$ cat src/rtl/riscv_pkg.sv
// Shared RV32I definitions: architectural widths, the x0 index and ALU opcodes,
// so decode, register file and execute agree on one encoding.
package riscv_pkg;

    localparam int         XLEN       = 32;
    localparam int         REG_ADDR_W = 5;
    localparam logic [4:0] ZERO_REG   = 5'd0;

    // {funct7[5], funct3} encoding used by the execute stage
    localparam logic [3:0] ALU_ADD  = 4'b0000;
    localparam logic [3:0] ALU_SUB  = 4'b1000;
    localparam logic [3:0] ALU_SLL  = 4'b0001;
    localparam logic [3:0] ALU_SLT  = 4'b0010;
    localparam logic [3:0] ALU_SLTU = 4'b0011;
    localparam logic [3:0] ALU_XOR  = 4'b0100;
    localparam logic [3:0] ALU_SRL  = 4'b0101;
    localparam logic [3:0] ALU_SRA  = 4'b1101;
    localparam logic [3:0] ALU_OR   = 4'b0110;
    localparam logic [3:0] ALU_AND  = 4'b0111;

endpackage

$ cat src/rtl/reg_read_port.sv
// One combinational register-file read port: reset gate > x0 > write bypass > storage.
// Latency: zero cycles, address to data.
// Backpressure: none; the port always returns data.
module reg_read_port
    import riscv_pkg::*;
#(
    parameter int DATA_W    = XLEN,
    parameter int ADDR_W    = REG_ADDR_W,
    parameter bit BYPASS_EN = 1'b1,
    localparam int NREGS    = 2**ADDR_W
) (
    input  logic              rst_n_i,
    input  logic [ADDR_W-1:0] rs_addr_i,
    input  logic [DATA_W-1:0] regs_i [NREGS],
    input  logic              wr_en_i,
    input  logic [ADDR_W-1:0] wr_addr_i,
    input  logic [DATA_W-1:0] wr_data_i,
    output logic [DATA_W-1:0] rs_data_o
);

    always_comb begin
        rs_data_o = '0;
        if (!rst_n_i) begin
            rs_data_o = '0;
        end else if (rs_addr_i == '0) begin
            rs_data_o = '0;
        end else if (BYPASS_EN && wr_en_i && (wr_addr_i == rs_addr_i)) begin
            rs_data_o = wr_data_i;
        end else begin
            rs_data_o = regs_i[rs_addr_i];
        end
    end

endmodule

$ cat src/rtl/reg_block_2r1w.sv
// RV32I integer register file, 2 combinational read ports and 1 synchronous write port.
// Latency: reads zero cycles; writes visible next cycle, or same cycle through the bypass.
// Backpressure: none; every enabled write is accepted, and writes to x0 are dropped.
module reg_block_2r1w
    import riscv_pkg::*;
#(
    parameter int DATA_W    = XLEN,
    parameter int ADDR_W    = REG_ADDR_W,
    parameter bit BYPASS_EN = 1'b1
) (
    input  logic              clk_in,
    input  logic              rst_n_in,
    input  logic [ADDR_W-1:0] rs_1_addr_in,
    input  logic [ADDR_W-1:0] rs_2_addr_in,
    input  logic [ADDR_W-1:0] rd_addr_in,
    input  logic [DATA_W-1:0] rd_data_in,
    input  logic              wr_en_in,
    output logic [DATA_W-1:0] rs_1_out,
    output logic [DATA_W-1:0] rs_2_out
);

    localparam int                NREGS = 2**ADDR_W;
    localparam logic [ADDR_W-1:0] X0    = ADDR_W'(ZERO_REG);

    logic [DATA_W-1:0] regs_q [1:NREGS-1];
    logic [DATA_W-1:0] regs_d [1:NREGS-1];
    logic [DATA_W-1:0] rf_view [NREGS];
    logic              wr_take;

    assign wr_take = wr_en_in && (rd_addr_in != X0);

    always_comb begin
        regs_d = regs_q;
        if (wr_take) begin
            regs_d[rd_addr_in] = rd_data_in;
        end
    end

    always_ff @(posedge clk_in or negedge rst_n_in) begin
        if (!rst_n_in) begin
            for (int i = 1; i < NREGS; i++) begin
                regs_q[i] <= '0;
            end
        end else begin
            regs_q <= regs_d;
        end
    end

    // x0 has no storage; the read ports see a constant zero at index 0
    always_comb begin
        rf_view[0] = '0;
        for (int i = 1; i < NREGS; i++) begin
            rf_view[i] = regs_q[i];
        end
    end

    reg_read_port #(
        .DATA_W    (DATA_W),
        .ADDR_W    (ADDR_W),
        .BYPASS_EN (BYPASS_EN)
    ) u_rs_1 (
        .rst_n_i   (rst_n_in),
        .rs_addr_i (rs_1_addr_in),
        .regs_i    (rf_view),
        .wr_en_i   (wr_en_in),
        .wr_addr_i (rd_addr_in),
        .wr_data_i (rd_data_in),
        .rs_data_o (rs_1_out)
    );

    reg_read_port #(
        .DATA_W    (DATA_W),
        .ADDR_W    (ADDR_W),
        .BYPASS_EN (BYPASS_EN)
    ) u_rs_2 (
        .rst_n_i   (rst_n_in),
        .rs_addr_i (rs_2_addr_in),
        .regs_i    (rf_view),
        .wr_en_i   (wr_en_in),
        .wr_addr_i (rd_addr_in),
        .wr_data_i (rd_data_in),
        .rs_data_o (rs_2_out)
    );

endmodule

$ cat config.mk
export PLATFORM = sky130hd
export DESIGN_NAME = reg_block_2r1w
export DESIGN_NICKNAME = d
export VERILOG_FILES = /design/src/rtl/riscv_pkg.sv /design/src/rtl/reg_read_port.sv /design/src/rtl/reg_block_2r1w.sv
export SDC_FILE = /design/constraint.sdc
export NUM_CORES = 2
export LEC_CHECK = 0
export CORE_UTILIZATION = 60
export CTS_CLUSTER_DIAMETER = 40
export DETAILED_ROUTE_END_ITERATION = 12
export GPL_TIMING_DRIVEN = 0
export PLACE_DENSITY_LB_ADDON = 0.12
export SLEW_MARGIN = 40
export SYNTH_ARGS = -nofsm -noshare
export SYNTH_HDL_FRONTEND = slang
export SYNTH_SLANG_ARGS = --single-unit
$ cat constraint.sdc
create_clock -name clk_in -period 4.7 [get_ports clk_in]
set_clock_uncertainty 0.15 [all_clocks]
set_input_delay 0.705 -clock clk_in [delete_from_list [all_inputs] [get_ports clk_in]]
set_output_delay 0.705 -clock clk_in [all_outputs]
set_load 0.1 [all_outputs]
Yosys cells after proc, flatten, opt, wreduce, memory -nomap -nowiden
Cells that the tools add are included.

Equal/unequal tests: 2. Bitwise gates (word level): 3. Reductions and logical operators: 7. Multiplexer cells: 15. Order comparisons: 4.

Operator list (count): $bwmux 992 (1); $mux 32 (11); $bmux 32 s5 (2); $demux 32 s5 (1); $ge 6x6->1 const B (3); $not 5->6 (3); $eq 5x5->1 (2); $logic_not 5->1 (2); $lt 6x1->1 const B (1); $reduce_bool 5->1 (1); $logic_and 1x1->1 (4).

Output and inout port bits: 64. Bits in registers: 992. Input bits: 50. Word-level logic and storage cells: 62.

Depth between registers and ports, before layout
Depth after elaboration: 7. Depth in mapped cells: 10. Gate-level depth less buffers: 5.

By module
Synthesis repeated with hierarchy kept, for this count alone.

Cells, all modules: 4428. Area, all modules: 55201.7 um2.

Modules (own cells, without submodules): reg_block_2r1w (cells each 2224, sequential area each 24823.8 um2, area an instance 37094.3 um2, times used 1); reg_read_port (cells each 1102, sequential area each 0.0 um2, area an instance 9053.7 um2, times used 2).

Least setup slack after synthesis
Ideal clock, no wire load.

Path type: input -> output. Start: input port rs_2_addr_in[2]. End: output port rs_2_out[29]. Setup slack: -1.391 ns. Data arrival time: 5.236 ns. Data required time: 3.845 ns. Buffers on the path: 2. Stages: 7. Cells stage by stage: buf_2 inv_1 buf_1 nor2_1 nor3_1 a21oi_1 o311ai_0.

Cells in the longest elaborated chain, start to end: 7. Elaborated cells between the ends (all ways): 10. Classes of those cells: eq/ne (1); mux (6); bitwise (1); reduce/logical (2).

Ends and longest elaborated chain: from (decl) (RTL line reg_block_2r1w.sv:14) `input logic [ADDR_W-1:0] rs_2_addr_in,`; $not 5->6 (not written as such) (RTL line reg_read_port.sv:30) `rs_data_o = regs_i[rs_addr_i];`; $bmux 32 s5 (RTL line reg_read_port.sv:30); $mux 32 (not written as such) (2 in a row) (RTL line reg_read_port.sv:30); $mux 32 (RTL line reg_read_port.sv:27) `end else if (BYPASS_EN && wr_en_i && (wr_addr_i == rs_addr_i)) begin`; $mux 32 * (RTL line reg_read_port.sv:25) `end else if (rs_addr_i == '0) begin`; $mux 32 * (RTL line reg_read_port.sv:23) `if (!rst_n_i) begin`; to (decl) (RTL line reg_block_2r1w.sv:19) `output logic [DATA_W-1:0] rs_2_out`.

Mark *: on every way between the ends. The rest lies on a longest branch, timed or not. The select of a mux whose other input is x is not followed.

Final worst setup path
Start: input port rs_2_addr_in[4]. End: output port rs_2_out[31].

Same word-level chain as after synthesis.

==> impl_results.md <==
- CP Max Fanout: 10
- Final wirelength: approximately 260000 um
- Status: finished with violations
- Synth Area in Compound Gates: about 4%
- Iteration-0 DRC Markers: 7777
- Vias in the first global route: approximately 43000
- Total global routing overflow: 0
- Critical path class: in2out
- Io pins: 114
- Final ANT Viol Nets: 0
- Core area: just under 0.09 sq mm
- Share of layout cells above drive strength 1: between 50% and 60%
- CTS buffer count: 154
- Max_slew headroom: between 20% and 30%
- Largest family of logic cells by synthesized area: multiplexers
- Fin crit share: 105%
- Mean Syn Cell Area: approximately 15 sq um
- Initial Utilization: 60.9%
- Crit start category: input port
- Yosys top cell by area: dfrtp_1
- Residual DRC: 0
- CP max stage cell: clkbuf_2
- Max-slew violations: 0
- Maximum clock path buffer count: 3
- Worst hold path type: in2async
- Filler Cell Count: approximately 5800
- Worst slew pin tran: approximately 1.1 ns
- Sink Count: roughly 1000
- Final setup fails: 52
- MaxCap Viol Count: 0
- Top reg by flops: regs_q
- Count of cell types in the netlist: 57
- RR Startpoint: regs_q[42]
- Crit path DAT: 4.07 ns
- Share of the synthesized area in the top cell type: a little under half
- Commonest non-fill, non-tap cell in the layout: mux2_2
- Max reg flops: 992
- Max stage delay on crit path: 0.60 ns
- CP Data Required Time: between 3 and 4 ns
- Clock insertion delay at the later pin of the skew report: approximately 0.77 ns
- Die ar.: 0.0913 sq mm
- Post-synth ARST share: 100%
- Ys flop type: dfrtp_1
- Area Overhead vs Synth: 17.8%
- GP Congestion: between 1 and 1.5
- Post-Synth Simple-Gate Area: 1.99%
- # H-tree levels: 4
- DR vias: 43500
- Top cells by area, synth: dfrtp_1 46%, mux2_2 23%, mux4_2 19%, mux2i_1 2.7%, clkbuf_1 1.3%
- Initial antenna violation count: 33
- DP Worst Slack: -1.29 ns
- R2R Setup Slk: ~3.7 ns
- Post-route setup slack: -0.222 ns
- Fin. Hold Viols: 12
- Largest net degree at the start of global routing: around 120
- Die Wd: 302 um
- Post-synthesis sequential area ratio: ~46%
- RSZ-0062 raised after global routing: no
- DP Wirelength: between 150000 and 200000 um
- Synth warnings: 0
- Peak VDD IR: 0.465 mV
- Commonest non-fill, non-tap cells in the layout: 1093 x mux2_2, 992 x dfrtp_1, 455 x mux4_2, 159 x clkbuf_16, 137 x mux2i_1
- Crit. End Element: output pin
- R2R cell count: 1
- Cell mode on critical path: clkbuf_2
- Failing checks: hold timing, setup timing
- Mapped cell area: roughly 0.054 sq mm
- WL/cell: approximately 50 um
- Synth Instances: 3643
- # rows: 109
- Worst path cell trace: clkbuf_1, clkbuf_2, nand2_2, clkbuf_2, o22ai_1, nor3_1, nor2_1, buf_6
- Adder-Cell Fraction of Synth Area: 0%
- Hold Slack: -0.0603 ns
- Pleak: around 28 nW
- Largest registers: regs_q: 992 flops
- Worst reg2reg path endpoint: regs_q[42]
- Clock tree from TritonCTS: built
- Post-synth net total: between 3000 and 4000
- Chip height: 302 um
- Minimum clock period after layout: about 4.9 ns
- Power Dens Cells: approximately 480 mW/mm^2
- EDFF count, synth: 0
- Global-route wire length before repair: 353000 um
- Nets@finish: around 4000
- Synthesis-stage register bit count: between 900 and 1000
- Post-Synth XOR/XNOR Area: 0.162%
- Tot GR Track Use: about three fifths
- Mux cell area share after synthesis: roughly 44%
- IO Port Bufs: between 100 and 150
- Vias per std cell: around 8.3
- Root Driver: clkbuf_16
- Worst-path clk slew: about 0.060 ns
- Pwr Total: a little over 0.03 W
- DRT Pass-1 Iters: 8
- Fmax: slightly above 0.2 GHz
==> Yosys cell counts, drive strengths merged (4+ instances only) <==
library cell and number:
xor2 8, a22oi 31, nand3 22, nand2b 5
nor3 21, a221oi 33, dfrtp 992, mux2i 146
a21oi 40, buf 208, o22ai 49, mux4 455
o32ai 10, mux2 1093, nand3b 5, nor2b 15
or2 4, a31oi 4, a2111oi 13, a221o 5
o211ai 9, a22o 15, nand2 66, o211a 4
o21ai 72, a211oi 13, nor2 78, clkbuf 187
nor3b 7
==> layout make-up <==
cell class / instances / area (sq um) / share of cell area [%]
inverter: 3 / 13.8 / 0.0216
buffer: 391 / 2420 / 3.80
clock buffer: 196 / 4350 / 6.82
tap: 1165 / 1460 / 2.29
multi-input combinational: 2253 / 27600 / 43.3
clock inverter: 82 / 1070 / 1.68
antenna: 28 / 70.1 / 0.110
sequential: 992 / 24800 / 39.0
timing repair buffer: 149 / 1950 / 3.06
==> worst max path at each step <==
stage | from | to | slack, ns | cells after the start
6_report | rs_2_addr_in[4] | rs_2_out[31] | -0.22 | 8
5_1_grt | rs_1_addr_in[4] | rs_1_out[23] | 0.003 | 8
4_1_cts | rs_2_addr_in[3] | rs_2_out[26] | 0.007 | 9
3_5_place_dp | rs_2_addr_in[1] | rs_2_out[29] | -1.29 | 11
3_3_place_gp | rst_n_in | regs_q[282] | -39.93 | 1
2_1_floorplan | rs_2_addr_in[0] | rs_2_out[29] | -0.22 | 6
==> stage by stage <==
| step | instance area [sq um] | util [%] | setup TNS, ns | std cells |
|---|---|---|---|---|
| floorplan | 54100 | - | -0.697 | 3643 |
| global placement | 56600 | 63.7 | - | 4909 |
| detailed placement | 57400 | 64.6 | -42.89 | 4944 |
| CTS | 63500 | 71.5 | 0 | 5231 |
| global route | 63700 | 71.7 | 0 | 5236 |
| finish | 63700 | 71.8 | -4.32 | 5259 |
==> metal layers <==
metal	vias to the layer above	GRT usage (%)	wire length [um]
met5	-	7.30	945
met4	40	49.2	29100
met3	1648	39.7	47800
met2	4724	75.6	103000
met1	22300	65.1	82200
li1	14800	-	-
==> where the power goes <==
part,leakage (nW),internal (W),total [W],switching (W)
logic,12.5,0.00340,0.00690,0.00350
registers,12.7,0.0102,0.0116,0.00136
clock network,2.61,0.00771,0.0122,0.00449
total,27.8,0.0213,0.0307,0.00935
==> worst max-delay path: cells and delay by family <==
| family | cells | cell delay [ns] |
|---|---|---|
| AND/OR/NAND/NOR | 3 | 1.00 |
| AO/OA/AOI/OAI | 1 | 0.47 |
| buffers and inverters | 4 | 1.86 |
==> logic make-up (layout without fill, tap and decap cells) <==
| group | count (synthesis) | after routing |
|---|---|---|
| multiplexers | 1694 | 1694 |
| other | 0 | 28 |
| buffers and inverters | 398 | 821 |
| AO/OA/AOI/OAI | 315 | 315 |
| XOR/XNOR | 10 | 10 |
| flip-flops | 992 | 992 |
| AND/OR/NAND/NOR | 234 | 234 |
==> what timing repair did <==
item / 4_1_cts / 5_1_grt
setup buffers: 4 / 2
gates resized for setup: 163 / 52
endpoints found under the hold margin: 83 / 0
pin swaps: 2 / 0
setup endpoints to repair: 64 / 55
hold buffers: 6 / 0
cloned: 1 / 0
Power figures use the tool's default switching activity.
